==> src/rtl/imem_arbiter.sv <==
// -----------------------------------------------------------------------------
// imem_arbiter
//
// Shares one single-port, word-addressed instruction memory between the core
// fetch stage (read-only) and the program loader / debug port (read/write).
// Both sides use valid/ready request and response handshakes, and only one
// transaction is in flight at a time. The loader normally wins arbitration,
// but after STARVE_MAX loader grants taken while fetch was waiting, fetch is
// forced through.
//
// Parameters
//   DEPTH       number of 32-bit words in the memory
//   STARVE_MAX  loader grants tolerated while fetch waits before fetch wins
//
// Ports
//   clk, rst                       clock; synchronous active-low reset
//   f_req_valid/ready, f_req_addr  fetch read request (byte address)
//   f_rsp_valid/ready              fetch response handshake
//   f_rsp_data, f_rsp_err          instruction word; bad-address flag
//   l_req_valid/ready              loader request handshake
//   l_req_we, l_req_addr           write select; byte address
//   l_req_wdata, l_req_be          write data; byte enables
//   l_rsp_valid/ready              loader response handshake
//   l_rsp_data, l_rsp_err          read data (0 for writes/errors); bad-address flag
//   mem_en, mem_we                 memory strobe; per-byte write strobe (0 = read)
//   mem_addr, mem_wdata            word index; write data
//   mem_rdata                      read data, valid the cycle after a read strobe
// -----------------------------------------------------------------------------
module imem_arbiter #(
  parameter int DEPTH      = 1024,
  parameter int STARVE_MAX = 4,
  localparam int IW        = $clog2(DEPTH)
) (
  input  logic          clk,
  input  logic          rst,

  input  logic          f_req_valid,
  output logic          f_req_ready,
  input  logic [31:0]   f_req_addr,
  output logic          f_rsp_valid,
  input  logic          f_rsp_ready,
  output logic [31:0]   f_rsp_data,
  output logic          f_rsp_err,

  input  logic          l_req_valid,
  output logic          l_req_ready,
  input  logic          l_req_we,
  input  logic [31:0]   l_req_addr,
  input  logic [31:0]   l_req_wdata,
  input  logic [3:0]    l_req_be,
  output logic          l_rsp_valid,
  input  logic          l_rsp_ready,
  output logic [31:0]   l_rsp_data,
  output logic          l_rsp_err,

  output logic          mem_en,
  output logic [3:0]    mem_we,
  output logic [IW-1:0] mem_addr,
  output logic [31:0]   mem_wdata,
  input  logic [31:0]   mem_rdata
);

  // Starvation counter must be able to hold STARVE_MAX itself.
  localparam int            CW         = (STARVE_MAX < 1) ? 1 : $clog2(STARVE_MAX + 1);
  localparam logic [CW-1:0] STARVE_LIM = CW'(STARVE_MAX);

  typedef enum logic [1:0] {
    IDLE    = 2'd0,
    RD_WAIT = 2'd1,
    RSP     = 2'd2
  } state_t;

  typedef enum logic {
    OWN_FETCH  = 1'b0,
    OWN_LOADER = 1'b1
  } owner_t;

  state_t        state,      state_d;
  owner_t        owner,      owner_d;
  logic [31:0]   rsp_data,   rsp_data_d;
  logic          rsp_err,    rsp_err_d;
  logic [CW-1:0] starve_cnt, starve_cnt_d;

  // ---------------------------------------------------------------------------
  // Arbitration and address decode for the request that would be accepted in
  // IDLE. These are pure functions of the inputs and the starvation counter;
  // the FSM decides whether they take effect.
  // ---------------------------------------------------------------------------
  logic        fetch_win;
  logic        loader_win;
  logic [31:0] sel_addr;
  logic        sel_write;
  logic        addr_err;
  logic        rsp_done;

  always_comb begin
    // Fetch only displaces a valid loader request once it has been passed
    // over STARVE_MAX times.
    fetch_win  = f_req_valid && (!l_req_valid || (starve_cnt == STARVE_LIM));
    loader_win = l_req_valid && !fetch_win;
    sel_addr   = loader_win ? l_req_addr : f_req_addr;
    sel_write  = loader_win && l_req_we;
    // Misaligned, or word index beyond the array.
    addr_err   = (sel_addr[1:0] != 2'b00) ||
                 ({2'b00, sel_addr[31:2]} >= 32'(DEPTH));
    // Response handshake on whichever port owns the transaction.
    rsp_done   = (owner == OWN_FETCH) ? f_rsp_ready : l_rsp_ready;
  end

  // ---------------------------------------------------------------------------
  // Next-state and output logic.
  // ---------------------------------------------------------------------------
  always_comb begin
    // NOTE: every next-state value and output is defaulted before the case so
    // no path through this block leaves a signal unassigned (no latches).
    state_d      = state;
    owner_d      = owner;
    rsp_data_d   = rsp_data;
    rsp_err_d    = rsp_err;
    starve_cnt_d = starve_cnt;

    f_req_ready  = 1'b0;
    l_req_ready  = 1'b0;
    f_rsp_valid  = 1'b0;
    f_rsp_data   = '0;
    f_rsp_err    = 1'b0;
    l_rsp_valid  = 1'b0;
    l_rsp_data   = '0;
    l_rsp_err    = 1'b0;
    mem_en       = 1'b0;
    mem_we       = '0;
    mem_addr     = '0;
    mem_wdata    = '0;

    case (state)
      IDLE: begin
        f_req_ready = fetch_win;
        l_req_ready = loader_win;

        if (fetch_win || loader_win) begin
          owner_d = loader_win ? OWN_LOADER : OWN_FETCH;

          // Count loader grants that made fetch wait; a fetch grant resets it.
          if (fetch_win) begin
            starve_cnt_d = '0;
          end else if (f_req_valid && (starve_cnt != STARVE_LIM)) begin
            starve_cnt_d = starve_cnt + 1'b1;
          end

          if (addr_err) begin
            // Bad address never reaches the memory; answer straight away.
            rsp_data_d = '0;
            rsp_err_d  = 1'b1;
            state_d    = RSP;
          end else begin
            mem_en     = 1'b1;
            mem_addr   = sel_addr[IW+1:2];
            rsp_data_d = '0;
            rsp_err_d  = 1'b0;
            if (sel_write) begin
              // A zero byte-enable write is a legal no-op but is still acked.
              mem_we    = l_req_be;
              mem_wdata = l_req_wdata;
              state_d   = RSP;
            end else begin
              state_d   = RD_WAIT;
            end
          end
        end
      end

      RD_WAIT: begin
        // Memory read data is valid exactly one cycle after the strobe.
        rsp_data_d = mem_rdata;
        state_d    = RSP;
      end

      RSP: begin
        // Response is steered only to the port that owns the transaction and
        // is held from registers until that port takes it.
        if (owner == OWN_FETCH) begin
          f_rsp_valid = 1'b1;
          f_rsp_data  = rsp_data;
          f_rsp_err   = rsp_err;
        end else begin
          l_rsp_valid = 1'b1;
          l_rsp_data  = rsp_data;
          l_rsp_err   = rsp_err;
        end
        // Return to IDLE without accepting anything in the handshake cycle.
        if (rsp_done) begin
          state_d = IDLE;
        end
      end

      default: begin
        state_d = IDLE;
      end
    endcase

    // While reset is asserted every output is forced low, including the
    // combinational readies and memory strobe.
    if (!rst) begin
      f_req_ready = 1'b0;
      l_req_ready = 1'b0;
      f_rsp_valid = 1'b0;
      f_rsp_data  = '0;
      f_rsp_err   = 1'b0;
      l_rsp_valid = 1'b0;
      l_rsp_data  = '0;
      l_rsp_err   = 1'b0;
      mem_en      = 1'b0;
      mem_we      = '0;
      mem_addr    = '0;
      mem_wdata   = '0;
    end
  end

  // ---------------------------------------------------------------------------
  // State register. A pending response is discarded by reset; a write that was
  // already strobed into the memory stays committed.
  // ---------------------------------------------------------------------------
  always_ff @(posedge clk) begin
    // NOTE: non-blocking assignments so every flop samples pre-edge values,
    // independent of statement order.
    if (!rst) begin
      state      <= IDLE;
      owner      <= OWN_FETCH;
      rsp_data   <= '0;
      rsp_err    <= 1'b0;
      starve_cnt <= '0;
    end else begin
      state      <= state_d;
      owner      <= owner_d;
      rsp_data   <= rsp_data_d;
      rsp_err    <= rsp_err_d;
      starve_cnt <= starve_cnt_d;
    end
  end

endmodule

==> config.mk <==
export PLATFORM = sky130hd
export DESIGN_NAME = imem_arbiter
export DESIGN_NICKNAME = d
export VERILOG_FILES = /design/src/rtl/imem_arbiter.sv
export SDC_FILE = /design/constraint.sdc
export NUM_CORES = 1
export LEC_CHECK = 0
export BUFFER_PORTS_ARGS = -buffer_cell sky130_fd_sc_hd__buf_2
export CORE_AREA = 3 3 99 101
export CTS_CLUSTER_DIAMETER = 200
export DETAILED_ROUTE_END_ITERATION = 10
export DIE_AREA = 0 0 102 104
export PLACE_DENSITY = 0.65
export SLEW_MARGIN = 10
export SYNTH_ARGS = -nofsm -noshare
export SYNTH_HDL_FRONTEND = slang
export SYNTH_SLANG_ARGS = --single-unit
==> constraint.sdc <==
create_clock -name clk -period 3 [get_ports clk]
set_clock_uncertainty 0.05 [all_clocks]
set_input_delay 0.75 -clock clk [delete_from_list [all_inputs] [get_ports clk]]
set_output_delay 0.75 -clock clk [all_outputs]
set_load 0.02 [all_outputs]
==> results.env, run 1 <==
FP-ROW-COUNT=35
POSTSYNTH.TOPFLOPCELL='sky130_fd_sc_hd__dfxtp_1'
ROUTE.DETAILED.VIAS_PER_INST=4.59
GRT_START_MAX_NET_PINS=37
DRT-PASS1-ITER-COUNT=4
GRT_USE_TOTAL_PCT=16.4
CTS.HTREE.LEVELS=2
DIE_BOUNDARY_WIDTH_UM=102
POWER_SWITCHING_mW=0.293
SETUP_WS_NS=-0.0647
POWER.DENSITY_CELL_AREA_nW_PER_UM2=261
I_O_PINS=256
YS_FF_LATCH=39
DETAILED_PLACE_HPWL_UM=7830
VIOLATIONS='negative setup slack'
POST_CTS_HOLD_BUFFER_COUNT=0
POWER_REPORT.INTERNAL_TOTAL_mW=0.872
FLOORPLAN.INITIALDENSITY_PCT=27.6
ENDPOINT_KIND='output port'
IO_BUFFER_COUNT=255
GRT_REMAINING_OVERFLOW=0
CRITPATHARRIVALTIME_NS=2.26
CLK_PIN_SLEW_WORST_PATHS_NS=0.08
LAYOUT_COMMON_CELLS='sky130_fd_sc_hd__buf_2 (205), sky130_fd_sc_hd__and2_1 (73), sky130_fd_sc_hd__buf_6 (44), sky130_fd_sc_hd__dfxtp_1 (39), sky130_fd_sc_hd__nor2b_1 (34)'
PERIOD_NEEDED_NS=3.06
REMAINING_DRC_ERRORS=0
GRT_FIRST_PASS_WIRELENGTH_UM=14200
RUN_STATUS='finished, violations left'
FINALMAXSLEWVIOLATIONS=0
FINAL_CELL_COUNT_NO_FILL=688
SYNTH_FP_NETS=467
VIA_COUNT=3159
NETSWITCHINGFRACTION_PCT=25.1
TIMING.FINAL.HOLD_VIOLATIONS=0
MAX_SLEW.WORST_PIN.SLEW_NS=0.594
SYNTH-SEQ-AREA-SHARE_PCT=31.0
DIE_H_UM=104
DETAIL_ROUTE.WL_PER_CELL_UM=14.9
GRTUSAGEMET1_PCT=20.8
LAYOUT-AREA-OVERHEAD-VS-SYNTH_PCT=77.6
WL_UM=10200
SEQ_POWER_SHARE_PCT=45.2
DIE_AREA_UM2=10600
SHARE_OF_THE_CYCLE_NEEDED_BY_THE_CRITICAL_PATH_AFTER_ROUTING_PCT=102
LEAKAGE_POWER_FIGURE_nW=2.27
POWER_FRAC_COMB_PCT=17.1
FINALNETCOUNT=717
SYNTHARSTFLOPSHARE_PCT=0
DRTANTENNAVIOLNETS=0
LIBRARY_CELL_WITH_THE_LARGEST_SUMMED_AREA_AFTER_SYNTHESIS='sky130_fd_sc_hd__dfxtp_1'
CRIT_TYPE='primary input to output port'
TIMING.CRITICAL_PATH.FANOUT_MAX=9
FINAL_SETUP_FAILS=29
DP_CELLS=675
SYNTH.TOP_CELL.AREA_SHARE_PCT=31.0
CLOCK_TREE_FROM_TRITONCTS='yes'
SYNTH_CELL_TYPES=32
POST_SYNTH.CELL_AREA_AVG_UM2=7.71
GRT_USE_MET3_PCT=1.95
HOLD_PATH.CLASS='flip-flop to flip-flop'
CTS_BUFFER_DEPTH=2
PEAK_SUPPLY_DROP_V=0.000216
DRIVE_ABOVE_1_SHARE_PCT=57.0
SYNTH.TOP_CELLS.BY_AREA='sky130_fd_sc_hd__dfxtp_1 (31%), sky130_fd_sc_hd__and2_1 (21%), sky130_fd_sc_hd__a22oi_1 (9.9%)'
WORST-ENDPOINT-REQUIRED_NS=2.20
CTS_ROOT_BUF='sky130_fd_sc_hd__clkbuf_8'
FIN_HOLD_WS_NS=0.472
INSERTEDDIODECOUNT=0
NUMBER_OF_ANTENNA_VIOLATIONS_AT_THE_FIRST_CHECK_IN_GLOBAL_ROUTING=0
CLKPWRFRAC_PCT=37.7
CORE-AREA_UM2=9110
GLOBALROUTEMET2UTIL_PCT=28.5
GRT_PASS1_VIAS=3014
MAX_CAP_VIOLATIONS=0
SETUP.WORST_PATH.START_CLASS='primary input'
NUMCTSBUFFERS=5
NUMBER_OF_SINKS_HANDLED_BY_CLOCK_TREE_SYNTHESIS=39
WORSTSKEWPAIRLATENCY_NS=0.29
INITIALDRTVIOLATIONCOUNT=95
NUMBER_OF_ENABLE_TYPE_REGISTER_CELLS_IN_THE_SYNTHESIZED_NETLIST=0
ROUTABILITY_CONGESTION=0.921
TIMING.MAX_SLEW.REL_SLACK_PCT=60.4
SYNTHESIS.AREA_UM2=2510
FIN_UTIL_PCT=49.0
FMAXACHIEVABLE_MHz=326
NUM-FILL-CELLS=904
YOSYS_WARNINGS=0
FINAL_COMMON_CELL='sky130_fd_sc_hd__buf_2'
GRT_SETUP_UNREPAIRED='yes'
SYNTHCELLS=326
GRT_BUSIEST_LAYER='met2'
## critical path, stage by stage
cell,delay [ns]
sky130_fd_sc_hd__buf_2,0.11
sky130_fd_sc_hd__nor4_2,0.28
sky130_fd_sc_hd__nand4_1,0.19
sky130_fd_sc_hd__nor3_4,0.17
sky130_fd_sc_hd__and4_4,0.31
sky130_fd_sc_hd__clkbuf_16,0.17
sky130_fd_sc_hd__and2_1,0.13
sky130_fd_sc_hd__buf_4,0.14
## registers in the layout (all words and copies together) (netlist names)
register	flops
rsp_data	32
starve_cnt	3
state	2
owner	1
rsp_err	1
## kinds of logic (layout without fill, tap and decap cells)
kind of cell | count (synthesis) | in the layout | share of synthesized area, %
AO/OA/AOI/OAI | 53 | 53 | 14.2
multiplexers | 1 | 1 | 0.448
buffers and inverters | 29 | 280 | 5.62
adder cells (fa/ha/maj) | 2 | 2 | 0.995
AND/OR/NAND/NOR | 202 | 202 | 47.7
flip-flops | 39 | 39 | 31.0
## through the flow
| step | area, um^2 | setup TNS (ns) | setup slack [ns] | total power, mW |
|---|---|---|---|---|
| 2_1_floorplan | 2510 | 0 | 0.196 | 0.608 |
| 3_3_place_gp | 3890 | -0.680 | -0.0520 | 0.719 |
| 3_5_place_dp | 3890 | -2.82 | -0.107 | 0.723 |
| 4_1_cts | 4020 | 0 | 0.000574 | 1.17 |
| 5_1_grt | 4470 | -4.70 | -0.171 | 1.22 |
| 6_report | 4470 | -1.09 | -0.0647 | 1.16 |
## metal layers
metal | wire, um | up-vias
met5 | 0 | -
met4 | 231 | 0
met3 | 505 | 19
met2 | 5240 | 117
met1 | 4270 | 1445
li1 | - | 1578
## path summary, 6_finish.rpt
path,startpoint,to,slack (ns),depth (start not counted)
hold / removal,rsp_err,rsp_err,0.47,2
hold reg to reg,rsp_err,rsp_err,0.47,2
setup reg to reg,starve_cnt[0],state[0],1.36,9
setup / recovery,l_req_addr[18],mem_wdata[26],-0.06,8
## synthesized netlist by cell type, types with 2 or more instances
| cell | count |
|---|---|
| sky130_fd_sc_hd__nor2b_1 | 35 |
| sky130_fd_sc_hd__dfxtp_1 | 39 |
| sky130_fd_sc_hd__buf_2 | 2 |
| sky130_fd_sc_hd__nor2_1 | 7 |
| sky130_fd_sc_hd__inv_1 | 3 |
| sky130_fd_sc_hd__o21ai_0 | 3 |
| sky130_fd_sc_hd__clkbuf_1 | 20 |
| sky130_fd_sc_hd__and2_2 | 18 |
| sky130_fd_sc_hd__and2_1 | 86 |
| sky130_fd_sc_hd__ha_1 | 2 |
| sky130_fd_sc_hd__a21oi_1 | 12 |
| sky130_fd_sc_hd__nand2_1 | 32 |
| sky130_fd_sc_hd__nor4_1 | 9 |
| sky130_fd_sc_hd__buf_6 | 4 |
| sky130_fd_sc_hd__or2_2 | 2 |
| sky130_fd_sc_hd__nor3_1 | 3 |
| sky130_fd_sc_hd__a22oi_1 | 33 |
| sky130_fd_sc_hd__nand4_1 | 2 |
## power groups by stage
stage                     clock network, mW  registers (mW)  logic [mW]
final                                 0.439           0.527       0.199
after detailed placement                  0           0.540       0.183
after global placement                    0           0.539       0.179
after floorplan                           0           0.538      0.0705
after global routing                  0.473           0.528       0.219
after CTS                             0.452           0.527       0.186
## timing repair
action,4_1_cts,5_1_grt
resized for setup,5,119
pin swaps,2,9
setup buffers,0,1
gates cloned,0,4
setup endpoints to repair,36,46
## final cells by class
cell class	instances	area, um^2	share of cell area (%)
multi-input cells	258	1720	38.5
repair buffers	269	1700	38.1
flip-flops and latches	39	781	17.5
well taps	111	139	3.11
clock buffers	5	68.8	1.54
clock inverters	3	43.8	0.981
inverters	3	11.3	0.252
Note: power is estimated with default switching activity, not from simulation.
==> run 2, diff against run 1 <==
==> config.mk (replaced) <==
export PLATFORM = sky130hd
export DESIGN_NAME = imem_arbiter
export DESIGN_NICKNAME = d
export VERILOG_FILES = /design/src/rtl/imem_arbiter.sv
export SDC_FILE = /design/constraint.sdc
export NUM_CORES = 1
export LEC_CHECK = 0
export CORE_AREA = 3 3 97 99
export CTS_CLUSTER_DIAMETER = 200
export DETAILED_ROUTE_END_ITERATION = 10
export DIE_AREA = 0 0 100 102
export DONT_BUFFER_PORTS = 1
export SLEW_MARGIN = 10
export SYNTH_ARGS = -nofsm -noshare
export SYNTH_HDL_FRONTEND = slang
export SYNTH_SLANG_ARGS = --single-unit
==> run 2 against run 1 <==
Compared with the run above:
- the flow now finishes without violations
- combinational power down 59%
- critical path depth fell by 2
- utilization shrank 17 points
- first-iteration DRC count shrank 2.1%
- total power decreased by 17%
- die area fell by 3.8%
- sequential cell count is the same
- largest power group unchanged
- highest routed layer unchanged
==> results.env, run 2 (synthesis results as in run 1) <==
GRT_REMAINING_OVERFLOW=0  # unchanged
CTS_RESIZED=0  # was 5
FIN_HOLD_WS_NS=0.485  # was 0.472 ns
CRITPATHARRIVALTIME_NS=2.04  # was 2.26 ns
CORE-AREA_UM2=8640  # was 9110 um^2
INSERTEDDIODECOUNT=0  # unchanged
WORST-ENDPOINT-REQUIRED_NS=2.20  # about the same
DRT-PASS1-ITER-COUNT=4  # unchanged
ROUTABILITY_CONGESTION=0.727  # was 0.921
HOLD_PATH.CLASS='flip-flop to flip-flop'  # unchanged
LAYOUT_COMMON_CELLS='sky130_fd_sc_hd__and2_1 (67), sky130_fd_sc_hd__dfxtp_1 (39), sky130_fd_sc_hd__and2_2 (37), sky130_fd_sc_hd__nor2b_1 (34), sky130_fd_sc_hd__a22oi_1 (33)'  # was sky130_fd_sc_hd__buf_2 (205), sky130_fd_sc_hd__and2_1 (73), sky130_fd_sc_hd__buf_6 (44), sky130_fd_sc_hd__dfxtp_1 (39), sky130_fd_sc_hd__nor2b_1 (34)
I_O_PINS=256  # unchanged
GRT_USE_TOTAL_PCT=13.3  # was 16.4%
REGISTER_AREA_UM2=781  # unchanged
RUN_STATUS='complete, no violations'  # was finished, violations left
DIE_AREA_UM2=10200  # was 10600 um^2
DIE_H_UM=102  # was 104 um
PEAK_SUPPLY_DROP_V=0.000183  # was 0.000216 V
REMAINING_DRC_ERRORS=0  # unchanged
FINAL_COMMON_CELL='sky130_fd_sc_hd__and2_1'  # was sky130_fd_sc_hd__buf_2
MAX_SLEW.WORST_PIN.SLEW_NS=0.636  # was 0.594 ns
DETAILED_PLACE_HPWL_UM=6250  # was 7830 um
CTS_ROOT_BUF='sky130_fd_sc_hd__clkbuf_8'  # unchanged
FLOORPLAN.INITIALDENSITY_PCT=29.1  # was 27.6%
FMAXACHIEVABLE_MHz=352  # was 326 MHz
DIE_BOUNDARY_WIDTH_UM=100  # was 102 um
FINALMAXSLEWVIOLATIONS=0  # unchanged
MAX_CAP_VIOLATIONS=0  # unchanged
CLOCK_TREE_FROM_TRITONCTS='yes'  # unchanged
ENDPOINT_KIND='output port'  # unchanged
PERIOD_NEEDED_NS=2.84  # was 3.06 ns
CTS_SETUP_BUFFERS=0  # unchanged
CTS_BUFFER_DEPTH=2  # unchanged
NUMBER_OF_SINKS_HANDLED_BY_CLOCK_TREE_SYNTHESIS=39  # unchanged
GRT_PASS1_VIAS=2089  # was 3014
LAYOUT-AREA-OVERHEAD-VS-SYNTH_PCT=11.5  # was 77.6%
TIMING.FINAL.HOLD_VIOLATIONS=0  # unchanged
DRTANTENNAVIOLNETS=0  # unchanged
DRIVE_ABOVE_1_SHARE_PCT=22.7  # was 57.0%
SHARE_OF_THE_CYCLE_NEEDED_BY_THE_CRITICAL_PATH_AFTER_ROUTING_PCT=94.8  # was 102%
DETAIL_ROUTE.WL_PER_CELL_UM=17.9  # was 14.9 um
FP-ROW-COUNT=34  # was 35
WORSTSKEWPAIRLATENCY_NS=0.28  # was 0.29 ns
CTS.HTREE.LEVELS=2  # unchanged
IO_BUFFER_COUNT=0  # was 255
LARGEST_REG_FLOPS=32  # unchanged
INITIALDRTVIOLATIONCOUNT=93  # was 95
CLK_PIN_SLEW_WORST_PATHS_NS=0.08  # about the same
ROUTE.DETAILED.VIAS_PER_INST=5.21  # was 4.59
NUMBER_OF_ANTENNA_VIOLATIONS_AT_THE_FIRST_CHECK_IN_GLOBAL_ROUTING=0  # unchanged
LARGEST_REGISTERS='rsp_data x32, starve_cnt x3, state x2'  # unchanged
FINALNETCOUNT=466  # was 717
GRT_START_MAX_NET_PINS=44  # was 37
FINAL_SETUP_FAILS=0  # was 29
POST_CTS_HOLD_BUFFER_COUNT=0  # unchanged
TIMING.MAX_SLEW.REL_SLACK_PCT=57.4  # was 60.4%
TIMING.CRITICAL_PATH.FANOUT_MAX=36  # was 9
NUMCTSBUFFERS=5  # unchanged
NUM-FILL-CELLS=920  # was 904
REGISTERS.TOP_BY_FF_COUNT='rsp_data'  # unchanged
MULTIINPUTGATEAREA_UM2=1640  # was 1720 um^2
CRIT_TYPE='primary input to output port'  # unchanged
WL_UM=7790  # was 10200 um
LEAKAGE_POWER_FIGURE_nW=1.03  # was 2.27 nW
VIA_COUNT=2260  # was 3159
TIMING.SETUP.TNS_NS=0  # was -1.09 ns
SETUP.WORST_PATH.START_CLASS='primary input'  # unchanged
GRT_SETUP_UNREPAIRED='no'  # was yes
GRT_FIRST_PASS_WIRELENGTH_UM=10700  # was 14200 um
POWER.DENSITY_CELL_AREA_nW_PER_UM2=343  # was 261 nW/um^2
run 2: changes by cell type in the layout (fill, tap and decap cells not counted), moves of 6 or more:
cell,delta
sky130_fd_sc_hd__buf_2,-205
sky130_fd_sc_hd__buf_6,-44
sky130_fd_sc_hd__and2_2,+20
sky130_fd_sc_hd__and2_4,-14
sky130_fd_sc_hd__a21oi_1,+7
sky130_fd_sc_hd__a21oi_2,-7
sky130_fd_sc_hd__and2_1,-6
run 2: cell type report:
class | instances | share of cell area, %
Tap cell | 108 | 4.82
Inverter | 3 | 0.402
Timing Repair Buffer | 18 | 5.27
Clock buffer | 5 | 2.45
Multi-Input combinational cell | 258 | 58.5
Clock inverter | 3 | 0.714
Sequential cell | 39 | 27.8
run 2: report_power, final:
group	switching (mW)	total, mW	internal (mW)
logic	0.0518	0.0814	0.0296
clock network	0.190	0.352	0.162
registers	0.00538	0.528	0.522
run 2: worst max-delay path, stage by stage:
cell and delay, ns:
sky130_fd_sc_hd__nor4_2 0.26, sky130_fd_sc_hd__nand4_1 0.14, sky130_fd_sc_hd__nor3_2 0.23, sky130_fd_sc_hd__and4_4 0.27, sky130_fd_sc_hd__buf_12 0.16, sky130_fd_sc_hd__and2_2 0.23
run 2: routing by layer:
| metal | wire length [um] | vias up | global-route usage (%) |
|---|---|---|---|
| met5 | 0 | - | 0 |
| met3 | 546 | 4 | 3.00 |
| met4 | 60 | 0 | 3.11 |
| met1 | 3140 | 1056 | 16.8 |
| met2 | 4040 | 123 | 23.1 |
| li1 | - | 1077 | - |
run 2: final timing paths:
path | from | endpoint | slack, ns | depth (start not counted)
setup / recovery | l_req_addr[13] | mem_wdata[25] | 0.16 | 6
setup reg to reg | starve_cnt[0] | state[0] | 1.30 | 8
hold reg to reg | rsp_err | rsp_err | 0.48 | 2
hold / removal | rsp_err | rsp_err | 0.48 | 2
run 2: metrics by stage:
step	setup WS, ns	std cells	area, um^2	total power, mW	util (%)
final	0.156	434	2800	0.961	32.5
after floorplan	0.196	326	2510	0.608	-
after detailed placement	0.0350	426	2680	0.622	31.0
after CTS	0.0331	434	2770	0.981	32.0
after global routing	0.0108	434	2800	1.01	32.5
after global placement	0.0936	426	2680	0.619	31.0
==> run 3, diff against run 2 <==
--- a/config.mk
+++ b/config.mk
@@ -5,11 +5,13 @@
 export SDC_FILE = /design/constraint.sdc
 export NUM_CORES = 1
 export LEC_CHECK = 0
-export CORE_AREA = 3 3 97 99
+export ABC_AREA = 1
+export CORE_AREA = 3 3 99 101
 export CTS_CLUSTER_DIAMETER = 200
 export DETAILED_ROUTE_END_ITERATION = 10
-export DIE_AREA = 0 0 100 102
+export DIE_AREA = 0 0 102 104
 export DONT_BUFFER_PORTS = 1
+export PLACE_DENSITY = 0.39
 export SLEW_MARGIN = 10
 export SYNTH_ARGS = -nofsm -noshare
 export SYNTH_HDL_FRONTEND = slang
==> run 3 against run 2 <==
Compared with the run above:
- global-route usage up 3.6 points
- sequential cell count unchanged
- register-to-register slack worse by 0.17 ns
- via count grew 37%
- synthesized cell count is 40% higher
- largest cell class unchanged
- highest routed layer unchanged
==> results.env, run 3 <==
DRIVE_ABOVE_1_SHARE_PCT=30.3  # was 22.7%
SYNTH.TOP_CELLS.BY_AREA='sky130_fd_sc_hd__dfxtp_1 (30%), sky130_fd_sc_hd__nand2_1 (17%), sky130_fd_sc_hd__nor2_1 (17%)'  # was sky130_fd_sc_hd__dfxtp_1 (31%), sky130_fd_sc_hd__and2_1 (21%), sky130_fd_sc_hd__a22oi_1 (9.9%)
INITIALDRTVIOLATIONCOUNT=203  # was 93
MAX_SLEW.WORST_PIN.SLEW_NS=1.01  # was 0.636 ns
SETUP.WORST_PATH.START_CLASS='flip-flop'  # was primary input
LARGEST_REG_FLOPS=32  # unchanged
CRITPATHARRIVALTIME_NS=2.04  # about the same
HOLD_PATH.CLASS='flip-flop to flip-flop'  # unchanged
SHARE_OF_THE_CYCLE_NEEDED_BY_THE_CRITICAL_PATH_AFTER_ROUTING_PCT=94.6  # was 94.8%
FIN_HOLD_WS_NS=0.411  # was 0.485 ns
SYNTHCELLS=455  # was 326
GRT_FIRST_PASS_WIRELENGTH_UM=14200  # was 10700 um
LAYOUT_COMMON_CELLS='sky130_fd_sc_hd__buf_4 (122), sky130_fd_sc_hd__nor2_1 (120), sky130_fd_sc_hd__nand2_1 (120), sky130_fd_sc_hd__inv_1 (48), sky130_fd_sc_hd__dfxtp_1 (39)'  # was sky130_fd_sc_hd__and2_1 (67), sky130_fd_sc_hd__dfxtp_1 (39), sky130_fd_sc_hd__and2_2 (37), sky130_fd_sc_hd__nor2b_1 (34), sky130_fd_sc_hd__a22oi_1 (33)
SETUP_SLACK_AFTER_PLACEMENT_NS=0.179  # was 0.0350 ns
SYNTH.TOP_CELL.AREA_SHARE_PCT=29.8  # was 31.0%
TIMING.MAX_SLEW.REL_SLACK_PCT=32.7  # was 57.4%
DRTANTENNAVIOLNETS=0  # unchanged
GRT_USE_TOTAL_PCT=16.9  # was 13.3%
WORST-ENDPOINT-REQUIRED_NS=2.20  # about the same
FIN_TOTAL_PWR_mW=1.14  # was 0.961 mW
WL_UM=9640  # was 7790 um
YS_FF_LATCH=39  # unchanged
ROUTE.DETAILED.VIAS_PER_INST=4.58  # was 5.21
FINAL_SETUP_FAILS=0  # unchanged
I_O_PINS=256  # unchanged
CTS_ROOT_BUF='sky130_fd_sc_hd__clkbuf_8'  # unchanged
CRIT_TYPE='flip-flop to output port'  # was primary input to output port
REMAINING_DRC_ERRORS=0  # unchanged
NUMBER_OF_SINKS_HANDLED_BY_CLOCK_TREE_SYNTHESIS=39  # unchanged
FIN_UTIL_PCT=41.3  # was 32.5%
SYNTH-SEQ-AREA-SHARE_PCT=29.8  # was 31.0%
SYNTHESIS.AREA_UM2=2620  # was 2510 um^2
FINALMAXSLEWVIOLATIONS=0  # unchanged
CTS_BUFFER_DEPTH=2  # unchanged
DETAIL_ROUTE.WL_PER_CELL_UM=14.3  # was 17.9 um
PERIOD_NEEDED_NS=2.84  # about the same
NUMBER_OF_ANTENNA_VIOLATIONS_AT_THE_FIRST_CHECK_IN_GLOBAL_ROUTING=0  # unchanged
TIMING.CRITICAL_PATH.FANOUT_MAX=23  # was 36
FP-ROW-COUNT=35  # was 34
FMAXACHIEVABLE_MHz=353  # was 352 MHz
VIA_COUNT=3089  # was 2260
TIMING.SETUP.TNS_NS=0  # unchanged
LARGEST_REGISTERS='rsp_data x32, starve_cnt x3, state x2'  # unchanged
PEAK_SUPPLY_DROP_V=0.000154  # was 0.000183 V
FLOORPLAN.INITIALDENSITY_PCT=28.8  # was 29.1%
CTS.HTREE.LEVELS=2  # unchanged
POWER.DENSITY_CELL_AREA_nW_PER_UM2=303  # was 343 nW/um^2
GRT_START_MAX_NET_PINS=48  # was 44
NUMCTSBUFFERS=5  # unchanged
SYNTH_TOP_CELLS_BY_COUNT='sky130_fd_sc_hd__nand2_1 (121), sky130_fd_sc_hd__nor2_1 (121), sky130_fd_sc_hd__inv_1 (48), sky130_fd_sc_hd__dfxtp_1 (39), sky130_fd_sc_hd__a21oi_1 (37)'  # was sky130_fd_sc_hd__and2_1 (86), sky130_fd_sc_hd__dfxtp_1 (39), sky130_fd_sc_hd__nor2b_1 (35), sky130_fd_sc_hd__a22oi_1 (33), sky130_fd_sc_hd__nand2_1 (32)
SYNTH_FP_NETS=596  # was 467
NUMBER_OF_ENABLE_TYPE_REGISTER_CELLS_IN_THE_SYNTHESIZED_NETLIST=0  # unchanged
REGISTERS.TOP_BY_FF_COUNT='rsp_data'  # unchanged
SETUP_WS_NS=0.163  # was 0.156 ns
YOSYS_WARNINGS=0  # unchanged
DRT-PASS1-ITER-COUNT=4  # unchanged
WORSTSKEWPAIRLATENCY_NS=0.29  # was 0.28 ns
CLOCK_TREE_FROM_TRITONCTS='yes'  # unchanged
TIMING.FINAL.HOLD_VIOLATIONS=0  # unchanged
GRT_PASS1_VIAS=2893  # was 2089
CLK_PIN_SLEW_WORST_PATHS_NS=0.08  # about the same
MAX_CAP_VIOLATIONS=0  # unchanged
POSTSYNTH.TOPFLOPCELL='sky130_fd_sc_hd__dfxtp_1'  # unchanged
INSERTEDDIODECOUNT=0  # unchanged
GRT_REMAINING_OVERFLOW=0  # unchanged
DIE_AREA_UM2=10600  # was 10200 um^2
ENDPOINT_KIND='output port'  # unchanged
POST_SYNTH.CELL_AREA_AVG_UM2=5.76  # was 7.71 um^2
CORE-AREA_UM2=9110  # was 8640 um^2
LIBRARY_CELL_WITH_THE_LARGEST_SUMMED_AREA_AFTER_SYNTHESIS='sky130_fd_sc_hd__dfxtp_1'  # unchanged
DIE_BOUNDARY_WIDTH_UM=102  # was 100 um
POST_CTS_HOLD_BUFFER_COUNT=0  # unchanged
SYNTH_CELL_TYPES=25  # was 32
LAYOUT-AREA-OVERHEAD-VS-SYNTH_PCT=43.6  # was 11.5%
IO_BUFFER_COUNT=0  # unchanged
FINALNETCOUNT=704  # was 466
RUN_STATUS='complete, no violations'  # unchanged
SYNTHARSTFLOPSHARE_PCT=0  # unchanged
DIE_H_UM=104  # was 102 um
LEAKAGE_POWER_FIGURE_nW=1.56  # was 1.03 nW
ROUTABILITY_CONGESTION=0.773  # was 0.727
FINAL_COMMON_CELL='sky130_fd_sc_hd__buf_4'  # was sky130_fd_sc_hd__and2_1
DETAILED_PLACE_HPWL_UM=7670  # was 6250 um
run 3: cell count changes in the layout (fill, tap and decap cells not counted), moves of 4 or more:
cell / before / now
sky130_fd_sc_hd__nand2_1: 32 / 120
sky130_fd_sc_hd__a21oi_1: 12 / 37
sky130_fd_sc_hd__nor4_1: 8 / 0
sky130_fd_sc_hd__mux2i_1: 0 / 10
sky130_fd_sc_hd__inv_1: 3 / 48
sky130_fd_sc_hd__and2_2: 37 / 0
sky130_fd_sc_hd__buf_4: 17 / 122
sky130_fd_sc_hd__nor2_1: 6 / 120
sky130_fd_sc_hd__a22oi_1: 33 / 0
sky130_fd_sc_hd__nor2_2: 1 / 30
sky130_fd_sc_hd__nand3_1: 1 / 5
sky130_fd_sc_hd__nor2b_1: 34 / 0
sky130_fd_sc_hd__and2_1: 67 / 0
run 3: area by class of cell:
| cell class | count | area [um^2] |
|---|---|---|
| Clock buffer | 6 | 82.6 |
| Clock inverter | 2 | 38.8 |
| Fill cell | 1035 | 5350 |
| Inverter | 51 | 191 |
| Multi-Input combinational cell | 340 | 1530 |
| Sequential cell | 39 | 781 |
| Tap cell | 111 | 139 |
| Timing Repair Buffer | 126 | 1000 |
run 3: timing repair:
item                                    CTS  global route
buffers inserted                          0             2
endpoints found under the setup margin    0            47
resized for setup                         0             2
run 3: cell families after synthesis:
logic type	count (synthesis)	synth area share, %
adder cells (fa/ha/maj)	2	0.955
multiplexers	10	3.82
AND/OR/NAND/NOR	283	44.3
buffers and inverters	76	12.3
AO/OA/AOI/OAI	45	8.88
flip-flops	39	29.8
run 3: through the flow:
| stage | area, um^2 | instances |
|---|---|---|
| after floorplan | 2620 | 455 |
| after CTS | 3710 | 672 |
| after global routing | 3760 | 675 |
| after global placement | 3590 | 664 |
| final | 3760 | 675 |
| after detailed placement | 3590 | 664 |
run 3: worst paths after layout:
| check | startpoint | end | slack [ns] | cells past startpoint |
|---|---|---|---|---|
| setup / recovery | starve_cnt[0] | mem_wdata[26] | 0.16 | 12 |
| hold reg to reg | rsp_data[19] | rsp_data[19] | 0.41 | 2 |
| setup reg to reg | state[0] | rsp_data[25] | 1.13 | 6 |
| hold / removal | rsp_data[19] | rsp_data[19] | 0.41 | 2 |
run 3: worst max-delay path, cell delays in order (launching register included):
cell and delay, ns:
sky130_fd_sc_hd__dfxtp_1 0.33, sky130_fd_sc_hd__inv_1 0.07, sky130_fd_sc_hd__ha_1 0.17, sky130_fd_sc_hd__nand3_1 0.09
sky130_fd_sc_hd__nand2_2 0.11, sky130_fd_sc_hd__inv_2 0.06, sky130_fd_sc_hd__nor2_1 0.11, sky130_fd_sc_hd__nand3_1 0.11
sky130_fd_sc_hd__nand2_2 0.11, sky130_fd_sc_hd__nand3_4 0.10, sky130_fd_sc_hd__clkbuf_16 0.22, sky130_fd_sc_hd__nor2_2 0.11
sky130_fd_sc_hd__buf_4 0.15
run 3: where the power goes:
group	internal, mW	total [mW]	switching, mW
Clock	0.274	0.466	0.193
Combinational	0.0446	0.146	0.101
Sequential	0.524	0.530	0.00560
run 3: layer usage:
layer | vias up | wire length [um] | GRT usage [%]
li1 | 1575 | - | -
met2 | 146 | 4930 | 30.5
met3 | 12 | 669 | 2.62
met4 | 0 | 207 | 5.44
met1 | 1356 | 3830 | 20.0
met5 | - | 0 | 0
